`src/rtl/cursor_grid_ctrl_pkg.sv`:
```
// Shared definitions for the cursor grid controller: default colours,
// cursor move directions and the cell-index width.
package cursor_pkg;

  localparam int CELL_IDX_W = 6;

  localparam logic [23:0] COL_LINE_DEF   = 24'hFFFFFF;
  localparam logic [23:0] COL_CELL_DEF   = 24'h878080;
  localparam logic [23:0] COL_CURSOR_DEF = 24'hF54927;

  typedef enum logic [2:0] {
    DIR_NONE,
    DIR_UP,
    DIR_DOWN,
    DIR_LEFT,
    DIR_RIGHT
  } dir_e;

endpackage

```
`src/rtl/cursor_grid_ctrl_btn_debounce.sv`:
```
// Push-button debouncer: accepts a new level after DEBOUNCE_CYC consecutive
// cycles of disagreement and pulses press for one cycle on an accepted rise.
module btn_debounce #(
  parameter int DEBOUNCE_CYC = 500000
) (
  input  logic clk,
  input  logic rst,
  input  logic raw,
  output logic level,
  output logic press
);

  localparam int            CNT_W    = $clog2(DEBOUNCE_CYC + 1);
  localparam logic [CNT_W-1:0] CNT_LAST = CNT_W'(DEBOUNCE_CYC - 1);

  logic [CNT_W-1:0] cnt_q, cnt_d;
  logic             level_q, level_d;
  logic             press_q, press_d;

  always_comb begin
    cnt_d   = '0;
    level_d = level_q;
    press_d = 1'b0;
    if (raw != level_q) begin
      if (cnt_q == CNT_LAST) begin
        level_d = raw;
        press_d = raw;
      end else begin
        cnt_d = cnt_q + 1'b1;
      end
    end
  end

  always_ff @(posedge clk) begin
    if (rst) begin
      cnt_q   <= '0;
      level_q <= 1'b0;
      press_q <= 1'b0;
    end else begin
      cnt_q   <= cnt_d;
      level_q <= level_d;
      press_q <= press_d;
    end
  end

  assign level = level_q;
  assign press = press_q;

endmodule

```
`src/rtl/cursor_grid_ctrl.sv`:
```
// Board grid renderer with a button-driven, blinking cursor cell.
// Colour output is registered with a fixed two-cycle latency.
module cursor_grid_ctrl
  import cursor_pkg::*;
#(
  parameter int          GRID_W       = 16,
  parameter int          GRID_H       = 16,
  parameter int          CELL_W       = 40,
  parameter int          CELL_H       = 30,
  parameter int          WRAP         = 1,
  parameter int          DEBOUNCE_CYC = 500000,
  parameter int          BLINK_FRAMES = 30,
  parameter logic [23:0] COL_LINE     = cursor_pkg::COL_LINE_DEF,
  parameter logic [23:0] COL_CELL     = cursor_pkg::COL_CELL_DEF,
  parameter logic [23:0] COL_CURSOR   = cursor_pkg::COL_CURSOR_DEF
) (
  input  logic                  clk,
  input  logic                  rst,
  input  logic [9:0]            xPixel,
  input  logic [9:0]            yPixel,
  input  logic                  active_pixels,
  input  logic                  frame_start,
  input  logic                  btn_up,
  input  logic                  btn_down,
  input  logic                  btn_left,
  input  logic                  btn_right,
  output logic [CELL_IDX_W-1:0] cursor_x,
  output logic [CELL_IDX_W-1:0] cursor_y,
  output logic [23:0]           vga_color
);

  localparam logic [CELL_IDX_W-1:0] X_MAX      = CELL_IDX_W'(GRID_W - 1);
  localparam logic [CELL_IDX_W-1:0] Y_MAX      = CELL_IDX_W'(GRID_H - 1);
  localparam logic [7:0]            BLINK_LAST = 8'(BLINK_FRAMES - 1);
  localparam logic [9:0]            CELL_W_P   = 10'(CELL_W);
  localparam logic [9:0]            CELL_H_P   = 10'(CELL_H);
  localparam logic [9:0]            GRID_W_P   = 10'(GRID_W);
  localparam logic [9:0]            GRID_H_P   = 10'(GRID_H);

  // Button index order: 0 up, 1 down, 2 left, 3 right.
  logic [3:0] btn_raw;
  logic [3:0] btn_press;
  logic [3:0] btn_level_unused;

  assign btn_raw = {btn_right, btn_left, btn_down, btn_up};

  for (genvar i = 0; i < 4; i++) begin : g_btn
    btn_debounce #(.DEBOUNCE_CYC(DEBOUNCE_CYC)) u_btn_debounce (
      .clk   (clk),
      .rst   (rst),
      .raw   (btn_raw[i]),
      .level (btn_level_unused[i]),
      .press (btn_press[i])
    );
  end

  dir_e                  dir;
  logic [CELL_IDX_W-1:0] cur_x_q, cur_x_d, cur_y_q, cur_y_d;
  logic [7:0]            blink_cnt_q, blink_cnt_d;
  logic                  blink_on_q, blink_on_d;

  always_comb begin
    dir = DIR_NONE;
    if      (btn_press[0]) dir = DIR_UP;
    else if (btn_press[1]) dir = DIR_DOWN;
    else if (btn_press[2]) dir = DIR_LEFT;
    else if (btn_press[3]) dir = DIR_RIGHT;
  end

  always_comb begin
    cur_x_d = cur_x_q;
    cur_y_d = cur_y_q;
    case (dir)
      DIR_UP:    if (cur_y_q != '0)    cur_y_d = cur_y_q - 1'b1;
                 else if (WRAP != 0)   cur_y_d = Y_MAX;
      DIR_DOWN:  if (cur_y_q != Y_MAX) cur_y_d = cur_y_q + 1'b1;
                 else if (WRAP != 0)   cur_y_d = '0;
      DIR_LEFT:  if (cur_x_q != '0)    cur_x_d = cur_x_q - 1'b1;
                 else if (WRAP != 0)   cur_x_d = X_MAX;
      DIR_RIGHT: if (cur_x_q != X_MAX) cur_x_d = cur_x_q + 1'b1;
                 else if (WRAP != 0)   cur_x_d = '0;
      default: ;
    endcase
  end

  // A move restarts the blink so the cursor stays visible while moving.
  always_comb begin
    blink_cnt_d = blink_cnt_q;
    blink_on_d  = blink_on_q;
    if (dir != DIR_NONE) begin
      blink_cnt_d = '0;
      blink_on_d  = 1'b1;
    end else if (frame_start) begin
      if (blink_cnt_q == BLINK_LAST) begin
        blink_cnt_d = '0;
        blink_on_d  = ~blink_on_q;
      end else begin
        blink_cnt_d = blink_cnt_q + 1'b1;
      end
    end
  end

  logic [9:0]  s1_cx_q, s1_cy_q, s1_lx_q, s1_ly_q;
  logic [9:0]  s1_cx_d, s1_cy_d, s1_lx_d, s1_ly_d;
  logic        s1_act_q, s1_inb_q, s1_inb_d;
  logic [23:0] color_q, color_d;

  always_comb begin
    s1_cx_d  = xPixel / CELL_W_P;
    s1_cy_d  = yPixel / CELL_H_P;
    s1_lx_d  = xPixel % CELL_W_P;
    s1_ly_d  = yPixel % CELL_H_P;
    s1_inb_d = (s1_cx_d < GRID_W_P) && (s1_cy_d < GRID_H_P);
  end

  always_comb begin
    color_d = '0;
    if (s1_act_q && s1_inb_q) begin
      if (s1_lx_q == '0 || s1_ly_q == '0)
        color_d = COL_LINE;
      else if (s1_cx_q == 10'(cur_x_q) && s1_cy_q == 10'(cur_y_q) && blink_on_q)
        color_d = COL_CURSOR;
      else
        color_d = COL_CELL;
    end
  end

  always_ff @(posedge clk) begin
    if (rst) begin
      cur_x_q     <= '0;
      cur_y_q     <= '0;
      blink_cnt_q <= '0;
      blink_on_q  <= 1'b1;
      s1_cx_q     <= '0;
      s1_cy_q     <= '0;
      s1_lx_q     <= '0;
      s1_ly_q     <= '0;
      s1_act_q    <= 1'b0;
      s1_inb_q    <= 1'b0;
      color_q     <= '0;
    end else begin
      cur_x_q     <= cur_x_d;
      cur_y_q     <= cur_y_d;
      blink_cnt_q <= blink_cnt_d;
      blink_on_q  <= blink_on_d;
      s1_cx_q     <= s1_cx_d;
      s1_cy_q     <= s1_cy_d;
      s1_lx_q     <= s1_lx_d;
      s1_ly_q     <= s1_ly_d;
      s1_act_q    <= active_pixels;
      s1_inb_q    <= s1_inb_d;
      color_q     <= color_d;
    end
  end

  assign cursor_x  = cur_x_q;
  assign cursor_y  = cur_y_q;
  assign vga_color = color_q;

endmodule

```
`config.mk`:
```
export PLATFORM = sky130hd
export DESIGN_NAME = cursor_grid_ctrl
export DESIGN_NICKNAME = d
export VERILOG_FILES = /design/src/rtl/cursor_grid_ctrl_pkg.sv /design/src/rtl/cursor_grid_ctrl_btn_debounce.sv /design/src/rtl/cursor_grid_ctrl.sv
export SDC_FILE = /design/constraint.sdc
export NUM_CORES = 1
export LEC_CHECK = 0
export CAP_MARGIN = 20
export CORE_ASPECT_RATIO = 0.8
export CORE_MARGIN = 2
export CORE_UTILIZATION = 50
export CTS_CLUSTER_DIAMETER = 120
export CTS_CLUSTER_SIZE = 40
export DETAILED_ROUTE_END_ITERATION = 6
export HOLD_SLACK_MARGIN = 0.06
export PLACE_DENSITY_LB_ADDON = 0.1
export SLEW_MARGIN = 20
export SYNTH_ARGS = -nofsm -noshare
export SYNTH_HDL_FRONTEND = slang
export SYNTH_SLANG_ARGS = --single-unit
```
`constraint.sdc`:
```
create_clock -name clk -period 4.2 [get_ports clk]
set_input_delay 0.84 -clock clk [delete_from_list [all_inputs] [get_ports clk]]
set_output_delay 0.84 -clock clk [all_outputs]
set_load 0.1 [all_outputs]
```
---- After elaboration in Yosys (flattened, before gate mapping) ----
Cells that the tools add are included.
storage, ports and cells
  flip-flop bits (word level) ............. 171
  input port bits ......................... 28
  logic and storage cells ................. 105
cells by class
  $add $sub $neg .......................... 9
  divide/modulo/power cells ............... 4
  magnitude comparators ................... 2
  equality and inequality tests ........... 17
  multiplexer cells ....................... 13
  bitwise operators ....................... 10
  reductions and logical operators ........ 27
operator list
  kind                                                                       count
  19-bit by 1-bit adder with 19-bit output (second input constant)           4
  19-bit equality test (second input constant)                               4
  23-bit two-way mux                                                         2
  6-bit two-way mux                                                          4
  6-bit case mux with 2 select lines                                         2
  3-bit OR reduction                                                         8
  10-bit by 6-bit equality test with 1-bit output                            2
  10-bit zero test                                                           2
  10-bit by 5-bit < comparator with 1-bit output (second input constant)     2
  6-bit by 1-bit adder with 6-bit output (second input constant)             2
  3-bit two-way mux                                                          4
  6-bit by 4-bit inequality test with 1-bit output (second input constant)   2
  6-bit nonzero test                                                         2
  6-bit by 1-bit subtractor with 6-bit output (second input constant)        2
  10-bit by 5-bit divider with 10-bit output (second input constant)         1
  10-bit by 6-bit divider with 10-bit output (second input constant)         1
  10-bit by 5-bit remainder unit with 10-bit output (second input constant)  1
  10-bit by 6-bit remainder unit with 10-bit output (second input constant)  1
  1-bit NOT                                                                  10
  2-bit AND reduction                                                        5
  8-bit by 1-bit adder with 8-bit output (second input constant)             1
  8-bit by 5-bit equality test with 1-bit output (second input constant)     1
  8-bit two-way mux                                                          1
  3-bit by 2-bit equality test with 1-bit output (second input constant)     2
  other kinds (8)                                                            16

---- Logic depth before layout (Yosys ltp) ----
Gate-level depths: netlist of run 1.
  depth after elaboration ................. 6
  gate-level depth with buffers ........... 13
  mapped depth without buffers ............ 11

---- Hierarchy ----
A second synthesis of run 1 with hierarchy kept.
unflattened totals
  cells, all modules ...................... 920
  area, all modules ....................... 8085.3 um^2
by module, submodules not included
  module            times used  cells an instance  area an instance (um^2)  seq. area each (um^2)
  btn_debounce      4           110                1054.8                   420.4
  cursor_grid_ctrl  1           480                3866.2                   1161.1

---- Worst setup path after synthesis of run 1 ----
No wires, ideal clock.
  path kind ............................... input -> register
  from .................................... input yPixel[8]
  to ...................................... register s1_ly_q[5]
  data arrival time ....................... 3516 ps
  required time ........................... 4079 ps
  setup slack ............................. 563 ps
  cell stages on the path ................. 12
  buffers on the path ..................... 1
  cell sequence ........................... buf_2 or3b_1 a211oi_2 or3_1 a32oi_1 o21ai_1 nor2_1 nor3_1 ha_1 inv_1 nor3_1 mux2_2
on the way
  word-level cells in the longest chain between the ends .. 1
ends and longest elaborated chain
  item                                               RTL line                 text
  start, declared                                    cursor_grid_ctrl.sv:20   input logic [9:0] yPixel,
  10-bit by 5-bit remainder unit with 10-bit output  cursor_grid_ctrl.sv:112  s1_ly_d = yPixel % CELL_H_P;
  end signal, assigned                               cursor_grid_ctrl.sv:149  s1_ly_q <= s1_ly_d;
  end, declared                                      cursor_grid_ctrl.sv:103  logic [9:0] s1_cx_q, s1_cy_q, s1_lx_q, s1_ly_q;
Every way passes these cells.
A chain may end at the register's enable or synchronous reset.

---- Worst setup path after layout of run 1 ----
  from .................................... input yPixel[8]
  to ...................................... register s1_ly_q[2]
The elaborated chain is that of the path after synthesis.

==> flow_metrics.env, run 1 <==
export IMPL_grt_pass1_vias=5293
export IMPL_crit_path_end_kind="register"
export IMPL_synth_edf_count=0
export IMPL_firstDrtPassIters=4
export IMPL_netSwitchingFraction_pct=22.3
export IMPL_power_share_clock_pct=47.2
export IMPL_synth_seq_area_share_pct=40.6
export IMPL_root_buffer="clkbuf_16"
export IMPL_timing_hold_ws_ns=0.469
export IMPL_cts_buffer_depth=2
export IMPL_skew_ns=0.00747
export IMPL_ir_drop_v=0.000371
export IMPL_area_delta_synth_final_pct=17.6
export IMPL_hold_buffers=0
export IMPL_rows=38
export IMPL_wirelength_um=14400
export IMPL_cts_max_level=4
export IMPL_die_h_um=110
export IMPL_timing_fmax_mhz=259
export IMPL_synth_seq_cells=142
export IMPL_nets=926
export IMPL_grt_remaining_overflow=0
export IMPL_path_clk_slew_ns=0.06
export IMPL_crit_required_ns=4.49
export IMPL_synth_top_area_share_pct=40.6
export IMPL_grt_max_degree=40
export IMPL_synth_ff_type="dfxtp_1"
export IMPL_slew_headroom_pct=32.1
export IMPL_cts_sinks=142
export IMPL_hpwl_um=10300
export IMPL_drt_iter0_markers=309
export IMPL_post_route_min_period_ns=3.85
export IMPL_port_buffers=63
export IMPL_path_max_fanout=13
export IMPL_start_util_pct=51.4
export IMPL_status="finished clean"
export IMPL_drive_gt1_share_pct=4.90
export IMPL_post_drt_wl_per_cell_um=13.3
export IMPL_start_kind="input pin"
export IMPL_setup_viol=0
export IMPL_fp_dieArea_um2=15000
export IMPL_grt_pass1_wl_um=24200
export IMPL_power_density_nw_per_um2=381
export IMPL_vias=5879
export IMPL_hold_viol=0
export IMPL_fin_setup_tns_ns=0
export IMPL_combPwrFrac_pct=8.5
export IMPL_route_detailed_drc=0
export IMPL_tightest_slew_ns=1.02
export IMPL_cts_buffers=17
export IMPL_crit_type="input pin to register"
export IMPL_grt_total_usage_pct=20.1
export IMPL_synth_distinct_cells=62
export IMPL_async_flop_share_pct=0
export IMPL_drtAntennaViolNets=0
export IMPL_sequentialPowerShare_pct=44.3
export IMPL_place_gp_congestion=0.869
export IMPL_dpl_cell_area_um2=7660
export IMPL_p_leak_nw=3.06
export IMPL_netlist_area_um2=7010
export IMPL_yosysWarnings=0
export IMPL_maxCapViolations=0
export IMPL_core_um2=13600
export IMPL_drv_slew=0
export IMPL_p_sw_uw=702
export IMPL_yosys_area_top_type="dfxtp_1"
export IMPL_post_route_period_util_pct=91.8
export IMPL_via_per_inst=5.45
export IMPL_cts_resized=0
export IMPL_n_antenna_cell=0
export IMPL_ys_top_cells_by_area="dfxtp_1, xor2_1, nor2_1"
export IMPL_power_internal_mw=2.44
export IMPL_fin_area_um2=8240
export IMPL_ioPinCount=64
export IMPL_cts_tree="built"
export IMPL_syn_area_per_cell_um2=8.29
export IMPL_grt_antenna_before_repair=0
export IMPL_rsz0062_at_grt="no"
export IMPL_clock_latency_ns=0.42
export IMPL_syn_inst=845
export IMPL_crit_arrival_ns=4.14
export IMPL_total_power_mw=3.14
export IMPL_die_w_um=136
export IMPL_cts_setup_buffers=0
export IMPL_hp_class="register to register"
critical path, stage by stage:
cell and delay [ns]:
clkdlybuf4s50_1 0.62, or3b_1 0.45, a211oi_2 0.30, o31ai_2 0.14
o21a_1 0.24, a211oi_1 0.46, nor3_1 0.11, ha_1 0.30
a21boi_0 0.22, a41oi_1 0.07, a2111oi_0 0.40
worst paths after layout:
path	endpoint	slack [ns]	cells past startpoint	startpoint
worst max register to register	g_btn[0].u_btn_debounce.cnt_q[3]$_SDFF_PP0_	2.03	5	g_btn[0].u_btn_debounce.cnt_q[0]$_SDFF_PP0_
worst min-delay path	g_btn[3].u_btn_debounce.cnt_q[0]$_SDFF_PP0_	0.47	1	g_btn[3].u_btn_debounce.cnt_q[0]$_SDFF_PP0_
worst min register to register	g_btn[3].u_btn_debounce.cnt_q[0]$_SDFF_PP0_	0.47	1	g_btn[3].u_btn_debounce.cnt_q[0]$_SDFF_PP0_
worst max-delay path	s1_ly_q[2]$_SDFF_PP0_	0.35	11	yPixel[8]
metrics by stage:
step,cells,setup WS (ns),utilization (%)
floorplan,850,0.563,-
finish,1078,0.345,60.4
global route,1078,0.152,60.4
global placement,1048,0.189,56.2
detailed placement,1048,0.0330,56.2
CTS,1078,0.447,60.4
routing by layer:
layer	track usage, %	part of all wire [%]	vias to the layer above	wire length, um
li1	-	-	3006	-
met5	0	0	-	0
met2	32.7	46	142	6630
met3	4.52	4.5	18	645
met4	7.89	1.6	0	223
met1	26.0	48	2713	6870
Yosys cell counts, types with 5 or more instances:
library cell    n
o211ai_1        7
a31oi_1         8
a221oi_1        6
clkbuf_1       29
or3_1           9
nand2_1        61
nor2b_1        16
mux2i_1         6
a211oi_1        5
nand4_1        18
dfxtp_1       142
inv_1          16
buf_4          21
o21ai_0        24
nand2b_1        7
nand3_1        54
xor2_1         62
ha_1           11
nor4_1         13
xnor2_1        38
nor4b_1        10
and3_1         24
nor2_1        141
nor3_1         23
a21oi_1        25
sequential cells by signal (all words and copies together) (netlist names):
name / flops
blink_on_q: 1
s1_act_q: 1
s1_inb_q: 1
cursor_y: 6
vga_color: 4
g_btn.u_btn_debounce.cnt_q: 76
s1_cy_q: 6
blink_cnt_q: 8
s1_cx_q: 5
g_btn.u_btn_debounce.level: 4
s1_ly_q: 10
g_btn.u_btn_debounce.press: 4
cursor_x: 6
s1_lx_q: 10
placed cells by master, fill, tap and decap left out, types with 13 or more instances in the layout:
cell type        Yosys  routed
clkbuf_16            0      17
clkdlybuf4s50_1      0      62
nor3_1              23      23
nor2_1             141     141
nand4_1             18      18
nor4_1              13      13
and3_1              24      24
nand2_1             61      61
a21oi_1             25      25
nand3_1             54      54
xor2_1              62      62
dfxtp_1            142     142
inv_1               16      16
xnor2_1             38      38
nor2b_1             16      16
o21ai_0             24      24
cell families (layout without fill, tap and decap cells):
group,count (synthesis),count (layout),synth area share (%)
AOI/OAI and AO/OA,114,114,10.9
xor gates and xnor gates,100,100,12.5
adders and majority gates,12,12,2.11
buffers and inverters,70,118,4.89
DFF,142,142,40.6
muxes,8,8,1.18
other,1,6,0.0535
and+or+nand+nor,398,398,27.8
final cells by class:
class / count / area, um2
clock inverters: 7 / 113
fillers: 1137 / 5400
well taps: 180 / 225
flip-flops and latches: 142 / 2840
multi-input cells: 638 / 3840
inverters: 16 / 60.1
repair buffers: 72 / 693
clock buffers: 23 / 468
power by group through the flow:
| stage | clock network, mW | logic [mW] | registers (mW) |
|---|---|---|---|
| 6_report | 1.49 | 0.266 | 1.39 |
| 5_1_grt | 1.58 | 0.296 | 1.40 |
| 4_1_cts | 1.51 | 0.264 | 1.39 |
| 3_5_place_dp | 0 | 0.263 | 1.42 |
| 3_3_place_gp | 0 | 0.254 | 1.42 |
| 2_1_floorplan | 0 | 0.183 | 1.42 |
Power figures use the tool's default switching activity.
==> run 2: changes to the inputs <==
--- a/config.mk
+++ b/config.mk
@@ -5,6 +5,7 @@
 export SDC_FILE = /design/constraint.sdc
 export NUM_CORES = 1
 export LEC_CHECK = 0
+export ABC_AREA = 0
 export CAP_MARGIN = 20
 export CORE_ASPECT_RATIO = 0.8
 export CORE_MARGIN = 2
==> results of run 2 <==
The final DEF is identical to that of run 1; final timing and power are the same.
==> run 3: changes to the inputs <==
--- a/config.mk
+++ b/config.mk
@@ -6,10 +6,11 @@
 export NUM_CORES = 1
 export LEC_CHECK = 0
 export ABC_AREA = 0
-export CAP_MARGIN = 20
+export CAP_MARGIN = 40
 export CORE_ASPECT_RATIO = 0.8
 export CORE_MARGIN = 2
 export CORE_UTILIZATION = 50
+export CTS_BUF_LIST = sky130_fd_sc_hd__clkbuf_4 sky130_fd_sc_hd__clkbuf_8
 export CTS_CLUSTER_DIAMETER = 120
 export CTS_CLUSTER_SIZE = 40
 export DETAILED_ROUTE_END_ITERATION = 6
==> run 3 against run 2 <==
  * Non-clock buffer count grew 36
  * Worst hold slack better by 0.0033 ns
  * Final cell count is 3.5% higher
==> flow_metrics.env, run 3 (synthesis gave the netlist of run 1 again) <==
export IMPL_crit_path_end_kind="register"
export IMPL_hpwl_um=11400
export IMPL_grt_pass1_vias=5695
export IMPL_cts_resized=0
export IMPL_drv_slew=0
export IMPL_hp_class="register to register"
export IMPL_multi_input_area_um2=3840
export IMPL_start_kind="input pin"
export IMPL_crit_required_ns=4.51
export IMPL_skew_ns=0.00883
export IMPL_port_buffers=63
export IMPL_dp_slack_ns=0.000150
export IMPL_nets=962
export IMPL_clock_latency_ns=0.44
export IMPL_regMostFlops="g_btn.u_btn_debounce.cnt_q"
export IMPL_post_route_min_period_ns=3.87
export IMPL_grt_pass1_wl_um=26400
export IMPL_grt_antenna_before_repair=0
export IMPL_start_util_pct=51.4
export IMPL_combPwrFrac_pct=9.8
export IMPL_root_buffer="clkbuf_8"
export IMPL_drt_iter0_markers=328
export IMPL_seq_area_um2=2840
export IMPL_power_density_nw_per_um2=317
export IMPL_hold_viol=0
export IMPL_die_h_um=110
export IMPL_final_cell_mix="dfxtp_1, nor2_1, xor2_1, clkdlybuf4s50_1, nand2_1"
export IMPL_p_leak_nw=3.29
export IMPL_core_um2=13600
export IMPL_timing_hold_ws_ns=0.472
export IMPL_firstDrtPassIters=5
export IMPL_n_antenna_cell=0
export IMPL_tightest_slew_ns=0.783
export IMPL_crit_type="input pin to register"
export IMPL_cts_setup_buffers=0
export IMPL_path_max_fanout=13
export IMPL_drtAntennaViolNets=0
export IMPL_fin_area_um2=8730
export IMPL_fin_setup_tns_ns=0
export IMPL_place_inst=1084
export IMPL_post_route_util_pct=64.0
export IMPL_dpl_cell_area_um2=8320
export IMPL_grt_total_usage_pct=21.9
export IMPL_layout_cells_non_filler=1116
export IMPL_ioPinCount=64
export IMPL_p_sw_uw=676
export IMPL_timing_fmax_mhz=258
export IMPL_largest_reg_flops=76
export IMPL_post_route_period_util_pct=92.2
export IMPL_ir_drop_v=0.000205
export IMPL_hold_buffers=0
export IMPL_area_delta_synth_final_pct=24.5
export IMPL_final_common_cell="dfxtp_1"
export IMPL_cts_sinks=142
export IMPL_path_clk_slew_ns=0.08
export IMPL_vias=6063
export IMPL_sequentialPowerShare_pct=50.2
export IMPL_grt_max_degree=40
export IMPL_via_per_inst=5.43
export IMPL_slew_headroom_pct=47.8
export IMPL_power_share_clock_pct=40.0
export IMPL_place_gp_congestion=0.869
export IMPL_crit_arrival_ns=4.19
export IMPL_rsz0062_at_grt="no"
export IMPL_status="finished clean"
export IMPL_route_detailed_drc=0
export IMPL_cts_buffer_depth=2
export IMPL_finalWorstSetupSlack_ns=0.326
export IMPL_maxCapViolations=0
export IMPL_power_internal_mw=2.09
export IMPL_drive_gt1_share_pct=9.19
export IMPL_rows=38
export IMPL_netSwitchingFraction_pct=24.4
export IMPL_cts_tree="built"
export IMPL_grt_remaining_overflow=0
export IMPL_total_power_mw=2.77
export IMPL_reg_largest_list="g_btn.u_btn_debounce.cnt_q x76, s1_lx_q x10, s1_ly_q x10"
export IMPL_cts_max_level=4
export IMPL_fp_dieArea_um2=15000
export IMPL_cts_buffers=17
export IMPL_setup_viol=0
export IMPL_post_drt_wl_per_cell_um=13.8
export IMPL_die_w_um=136
export IMPL_wirelength_um=15400
export IMPL_fill_cells=1080
-- run 3: layer usage --
metal | routed length (um) | GRT usage (%)
met4 | 252 | 7.37
met1 | 7110 | 27.6
met3 | 641 | 5.76
met5 | 0 | 0
met2 | 7370 | 36.6
-- run 3: final timing paths --
check | from | slack [ns] | cells after the start | end
max reg2reg | g_btn[0].u_btn_debounce.cnt_q[0]$_SDFF_PP0_ | 1.91 | 5 | g_btn[0].u_btn_debounce.cnt_q[8]$_SDFF_PP0_
max | yPixel[8] | 0.33 | 11 | s1_ly_q[2]$_SDFF_PP0_
min reg2reg | g_btn[3].u_btn_debounce.cnt_q[0]$_SDFF_PP0_ | 0.47 | 1 | g_btn[3].u_btn_debounce.cnt_q[0]$_SDFF_PP0_
min | g_btn[3].u_btn_debounce.cnt_q[0]$_SDFF_PP0_ | 0.47 | 1 | g_btn[3].u_btn_debounce.cnt_q[0]$_SDFF_PP0_
-- run 3: area by class of cell --
class / instances / area share, %
Tap cell: 180 / 2.58
Multi-Input combinational cell: 638 / 44.0
Timing Repair Buffer: 108 / 15.4
Inverter: 16 / 0.688
Clock inverter: 10 / 1.25
Sequential cell: 142 / 32.6
Clock buffer: 22 / 3.47
-- run 3: worst max-delay path, cell delays in order --
cell and delay, ns:
clkdlybuf4s50_1 0.61, or3b_1 0.45, a211oi_2 0.30, o31ai_2 0.14, o21a_1 0.24, a211oi_1 0.47, nor3_1 0.11, ha_1 0.32
a21boi_0 0.23, a41oi_1 0.07, a2111oi_0 0.41
-- run 3: power groups by stage --
stage	Combinational, mW	Sequential (mW)	Clock (mW)
finish	0.272	1.39	1.11
detailed placement	0.267	1.42	0
floorplan	0.183	1.42	0
global placement	0.254	1.42	0
global route	0.304	1.39	1.20
CTS	0.268	1.39	1.14
